===== src/rtl/datapath_ctrl_fsm.sv =====
// Multicycle Moore controller sequencing the 16-bit datapath for one decoded instruction per start.
// Optional illegal-opcode trap (HALT state) enabled by defining CTRL_ILLEGAL_TRAP_EN.
module datapath_ctrl_fsm #(
  parameter bit START_LEVEL = 1'b0
) (
  input  logic       clk,
  input  logic       reset,
  input  logic       s,
  input  logic [2:0] opcode,
  input  logic [1:0] op,
  output logic       w,
  output logic [2:0] nsel,
  output logic [1:0] vsel,
  output logic       write,
  output logic       loada,
  output logic       loadb,
  output logic       loadc,
  output logic       loads,
  output logic       asel,
  output logic       bsel,
  output logic       illegal
);

  typedef enum logic [3:0] {
    ST_WAIT,
    ST_DECODE,
    ST_GET_A,
    ST_GET_B,
    ST_EXEC,
    ST_EXEC_CMP,
    ST_WRITE_REG,
    ST_WRITE_IMM
`ifdef CTRL_ILLEGAL_TRAP_EN
    , ST_HALT
`endif
  } state_t;

  state_t state_reg, state_next;
  logic   armed_reg;
  logic   zero_a_reg;   // MOV-reg / MVN: ALU A input forced to zero in EXEC
  logic   cmp_path_reg; // CMP: GET_B continues to EXEC_CMP instead of EXEC

  logic is_mov_imm, is_mov_reg, is_alu2, is_cmp, is_mvn;

  assign is_mov_imm = (opcode == 3'b110) && (op == 2'b10);
  assign is_mov_reg = (opcode == 3'b110) && (op == 2'b00);
  assign is_alu2    = (opcode == 3'b101) && ((op == 2'b00) || (op == 2'b10));
  assign is_cmp     = (opcode == 3'b101) && (op == 2'b01);
  assign is_mvn     = (opcode == 3'b101) && (op == 2'b11);

  // State register plus the flags captured alongside it
  always_ff @(posedge clk or posedge reset) begin
    if (reset) begin
      state_reg    <= ST_WAIT;
      armed_reg    <= 1'b1;
      zero_a_reg   <= 1'b0;
      cmp_path_reg <= 1'b0;
    end else begin
      state_reg <= state_next;
      if (state_reg == ST_WAIT) begin
        if (!s)
          armed_reg <= 1'b1;
        else if (state_next == ST_DECODE)
          armed_reg <= 1'b0;
      end
      if (state_reg == ST_DECODE) begin
        zero_a_reg   <= is_mov_reg || is_mvn;
        cmp_path_reg <= is_cmp;
      end
    end
  end

  // Next-state logic
  always_comb begin
    state_next = state_reg;
    case (state_reg)
      ST_WAIT: begin
        if (s && (!START_LEVEL || armed_reg))
          state_next = ST_DECODE;
      end
      ST_DECODE: begin
        if (is_mov_imm)
          state_next = ST_WRITE_IMM;
        else if (is_mov_reg || is_mvn)
          state_next = ST_GET_B;
        else if (is_alu2 || is_cmp)
          state_next = ST_GET_A;
        else
`ifdef CTRL_ILLEGAL_TRAP_EN
          state_next = ST_HALT;
`else
          state_next = ST_WAIT;
`endif
      end
      ST_GET_A:     state_next = ST_GET_B;
      ST_GET_B:     state_next = cmp_path_reg ? ST_EXEC_CMP : ST_EXEC;
      ST_EXEC:      state_next = ST_WRITE_REG;
      ST_EXEC_CMP:  state_next = ST_WAIT;
      ST_WRITE_REG: state_next = ST_WAIT;
      ST_WRITE_IMM: state_next = ST_WAIT;
`ifdef CTRL_ILLEGAL_TRAP_EN
      ST_HALT:      state_next = ST_HALT;
`endif
      default:      state_next = ST_WAIT;
    endcase
  end

  // Moore output decode
  always_comb begin
    w       = 1'b0;
    nsel    = 3'b000;
    vsel    = 2'b00;
    write   = 1'b0;
    loada   = 1'b0;
    loadb   = 1'b0;
    loadc   = 1'b0;
    loads   = 1'b0;
    asel    = 1'b0;
    bsel    = 1'b0;
    illegal = 1'b0;
    case (state_reg)
      ST_WAIT:   w = 1'b1;
      ST_DECODE: ;
      ST_GET_A: begin
        nsel  = 3'b001;
        loada = 1'b1;
      end
      ST_GET_B: begin
        nsel  = 3'b100;
        loadb = 1'b1;
      end
      ST_EXEC: begin
        loadc = 1'b1;
        asel  = zero_a_reg;
      end
      ST_EXEC_CMP: loads = 1'b1;
      ST_WRITE_REG: begin
        nsel  = 3'b010;
        vsel  = 2'b00;
        write = 1'b1;
      end
      ST_WRITE_IMM: begin
        nsel  = 3'b001;
        vsel  = 2'b10;
        write = 1'b1;
      end
`ifdef CTRL_ILLEGAL_TRAP_EN
      ST_HALT: illegal = 1'b1;
`endif
      default: ;
    endcase
  end

endmodule


===== config.mk =====
export PLATFORM = sky130hd
export DESIGN_NAME = datapath_ctrl_fsm
export DESIGN_NICKNAME = d
export VERILOG_FILES = /design/src/rtl/datapath_ctrl_fsm.sv
export SDC_FILE = /design/constraint.sdc
export NUM_CORES = 1
export LEC_CHECK = 0
export ABC_AREA = 1
export CAP_MARGIN = 25
export CELL_PAD_IN_SITES_DETAIL_PLACEMENT = 1
export CELL_PAD_IN_SITES_GLOBAL_PLACEMENT = 2
export CORE_UTILIZATION = 15
export DETAILED_ROUTE_END_ITERATION = 16
export PLACE_DENSITY_LB_ADDON = 0.1
export SYNTH_ARGS = -nofsm -noshare
export SYNTH_HDL_FRONTEND = slang
export SYNTH_SLANG_ARGS = --single-unit
export TNS_END_PERCENT = 20

===== constraint.sdc =====
create_clock -name clk -period 1.1 [get_ports clk]
set_input_delay 0.275 -clock clk [delete_from_list [all_inputs] [get_ports clk]]
set_output_delay 0.275 -clock clk [all_outputs]
set_load 0.02 [all_outputs]

==> impl_results.md <==
* Clock root buffer: clkbuf_4
* RSZ-0062 raised after global routing: true
* Failing checks: negative setup slack
* Final Hold Vio Count at 0
* Num CTS Buffers at 3
* Chip height at 53.6 microns
* DRC at 0
* Maximum fanout along the worst path at 2
* Nets@finish at 107
* Antenna-violating nets left at 0
* Row cnt at 18
* Initial antenna violation count at 0
* Pre-Repair DR Iteration Count at 2
* Clk_lat worst skew at 250 ps
* Critical Path AT at 1270 ps
* Multi-input logic area at 255 sq um
* Number of fill cells at 309
* Antenna cell count at 0
* Post-Route Skew at 8.07 ps
* Sequential area share after synthesis at 31.3%
* # IOs at 22
* Number of global-route vias before repair at 467
* Sequential Area at 128 sq um
* Clock transition at path regs at 50 ps
* Routed length per placed instance at 10.1 microns
* Tmin final at 1550 ps
* Die width at 53.6 microns
* Largest register FFs at 3
* Startpoint types: register
* Place WS at -673 ps
* Final period util at 141%
* Starting density of the core at 16.0%
* Status: finished with violations
* Yosys Warn Count at 0
* Die footprint at 2870 sq um
* Hold WC Path Type: in -> async
* CP required at 820 ps
* Distinct cells, synth at 15
* Static leakage at 0.405 nW
* Cts hold-fix bufs at 0
* Tot GR Track Use at 10.2%
* Routed wire length at 1290 microns
* First-pass GRT wire length at 2010 microns
* Layout cells sized above 1 at 49.0%
* CTS tree: built
* Max Root-Sink Buffers at 2
* CP Class: reg -> out
* Synth Cell Area at 399 sq um
* Final weighted congestion in routability-driven placement at 0.629
* Avg Cell Area, Syn at 6.44 sq um
* Cells after Synth at 62
* Largest net degree at the start of global routing at 8
* CTS Sinks at 5
* FMAX at 0.646 GHz
* Util after Layout at 31.9%
* Max Slew Vio Count at 0
* VDD IR max at 0.739 mV
* Iter 0 DRT Violations at 1
* Hpwl dp at 1040 microns
* # port buffers at 18
* Flops & latches, synth at 5
* Cell area power density at 2220 nW/um^2
* Via/cell ratio at 3.87
* Core Region at 2500 sq um
* Setup ws final at -447 ps
* P&R area growth vs syn at 100%
* Final setup vio count at 16
* Vias at 495
* Worst Setup End Kind: output pin
* Total gr overflow at 0
* H-tree depth at 1
* Number of max-cap violations at 0
## metal layers
metal / up-vias / global-route usage, % / wire, microns
li1: 253 / - / -
met4: 0 / 6.58 / 29
met2: 16 / 18.8 / 708
met5: - / 0 / 0
met1: 222 / 11.2 / 502
met3: 4 / 0.847 / 46
## layout by cell type (no fill, tap or decap), types with 2 or more instances in the layout
cell	synthesis	routed
inv_1	11	8
o21ai_0	4	3
clkbuf_4	0	3
buf_6	1	10
o21ai_1	1	2
nor2_4	2	4
buf_4	3	16
a21oi_1	4	4
nand2_1	10	7
dfrtp_2	0	2
conb_1	1	3
dfrtp_1	5	3
nor2_1	12	8
nand2_2	1	3
nor2_2	0	2
clkdlybuf4s50_1	0	7
nand3_1	4	3
inv_2	0	2
## layout make-up
cell class / instances / area share (%)
sequential: 5 / 16.0
tap: 30 / 4.70
timing repair buffer: 34 / 38.6
inverter: 11 / 5.49
clock buffer: 4 / 3.29
multi-input combinational: 44 / 32.0
## synth_stat cells
library cell	number	area, sq um
a21oi_1	4	20.0
buf_4	3	22.5
buf_6	1	11.3
conb_1	1	3.75
dfrtp_1	5	125
inv_1	11	41.3
nand2_1	10	37.5
nand2_2	1	6.26
nand3_1	4	20.0
nor2_1	12	45.0
nor2_4	2	22.5
nor3_1	2	10.0
o21ai_0	4	20.0
o21ai_1	1	5.00
or2_4	1	8.76
## critical path, stage by stage, from the launching register on
cell	delay, ps
dfrtp_2	400
or2_4	240
nor2_4	130
inv_2	60
nor2_4	70
buf_6	110
## through the flow
| step | TNS [ps] | hold slack [ps] | power, W | cells | area (sq um) |
|---|---|---|---|---|---|
| CTS | -4770 | 242 | 0.00174 | 128 | 772 |
| global placement | -7700 | 493 | 0.00140 | 121 | 708 |
| detailed placement | -7790 | 498 | 0.00140 | 121 | 708 |
| finish | -4150 | 236 | 0.00177 | 128 | 798 |
| floorplan | -852 | 53.5 | 0.000874 | 64 | 427 |
| global route | -5290 | 255 | 0.00191 | 128 | 798 |
## kinds of logic after synthesis
logic type / count (synthesis) / synth area share, %
AOI/OAI and AO/OA: 9 / 11.3
DFF: 5 / 31.3
and+or+nand+nor: 32 / 37.6
other: 1 / 0.940
buffers and inverters: 15 / 18.8
## final timing paths
check / slack (ps) / startpoint / depth (start not counted) / endpoint
worst max-delay path: -450 / state_reg[0]$_DFFE_PP0P_ / 5 / asel
worst min-delay path: 240 / reset / 2 / zero_a_reg$_DFFE_PP0P_
worst max register to register: -110 / state_reg[1]$_DFFE_PP0P_ / 7 / state_reg[0]$_DFFE_PP0P_
worst min register to register: 530 / cmp_path_reg$_DFFE_PP0P_ / 2 / cmp_path_reg$_DFFE_PP0P_
max in group asynchronous: 660 / reset / 2 / state_reg[2]$_DFFE_PP0P_
min in group clk: 530 / cmp_path_reg$_DFFE_PP0P_ / 2 / cmp_path_reg$_DFFE_PP0P_
## repair_timing
action,in CTS,in global routing
setup endpoints to repair,16,16
resized for setup,62,17
pin swaps,4,4
cloned,0,0
setup buffers,3,0
## report_power, final
part | switching [W] | total, W | internal [W]
sequential | 0.0000548 | 0.000308 | 0.000254
clock | 0.0000824 | 0.000220 | 0.000138
combinational | 0.000636 | 0.00124 | 0.000604
total | 0.000774 | 0.00177 | 0.000995
Note: power is estimated with default switching activity, not from simulation.
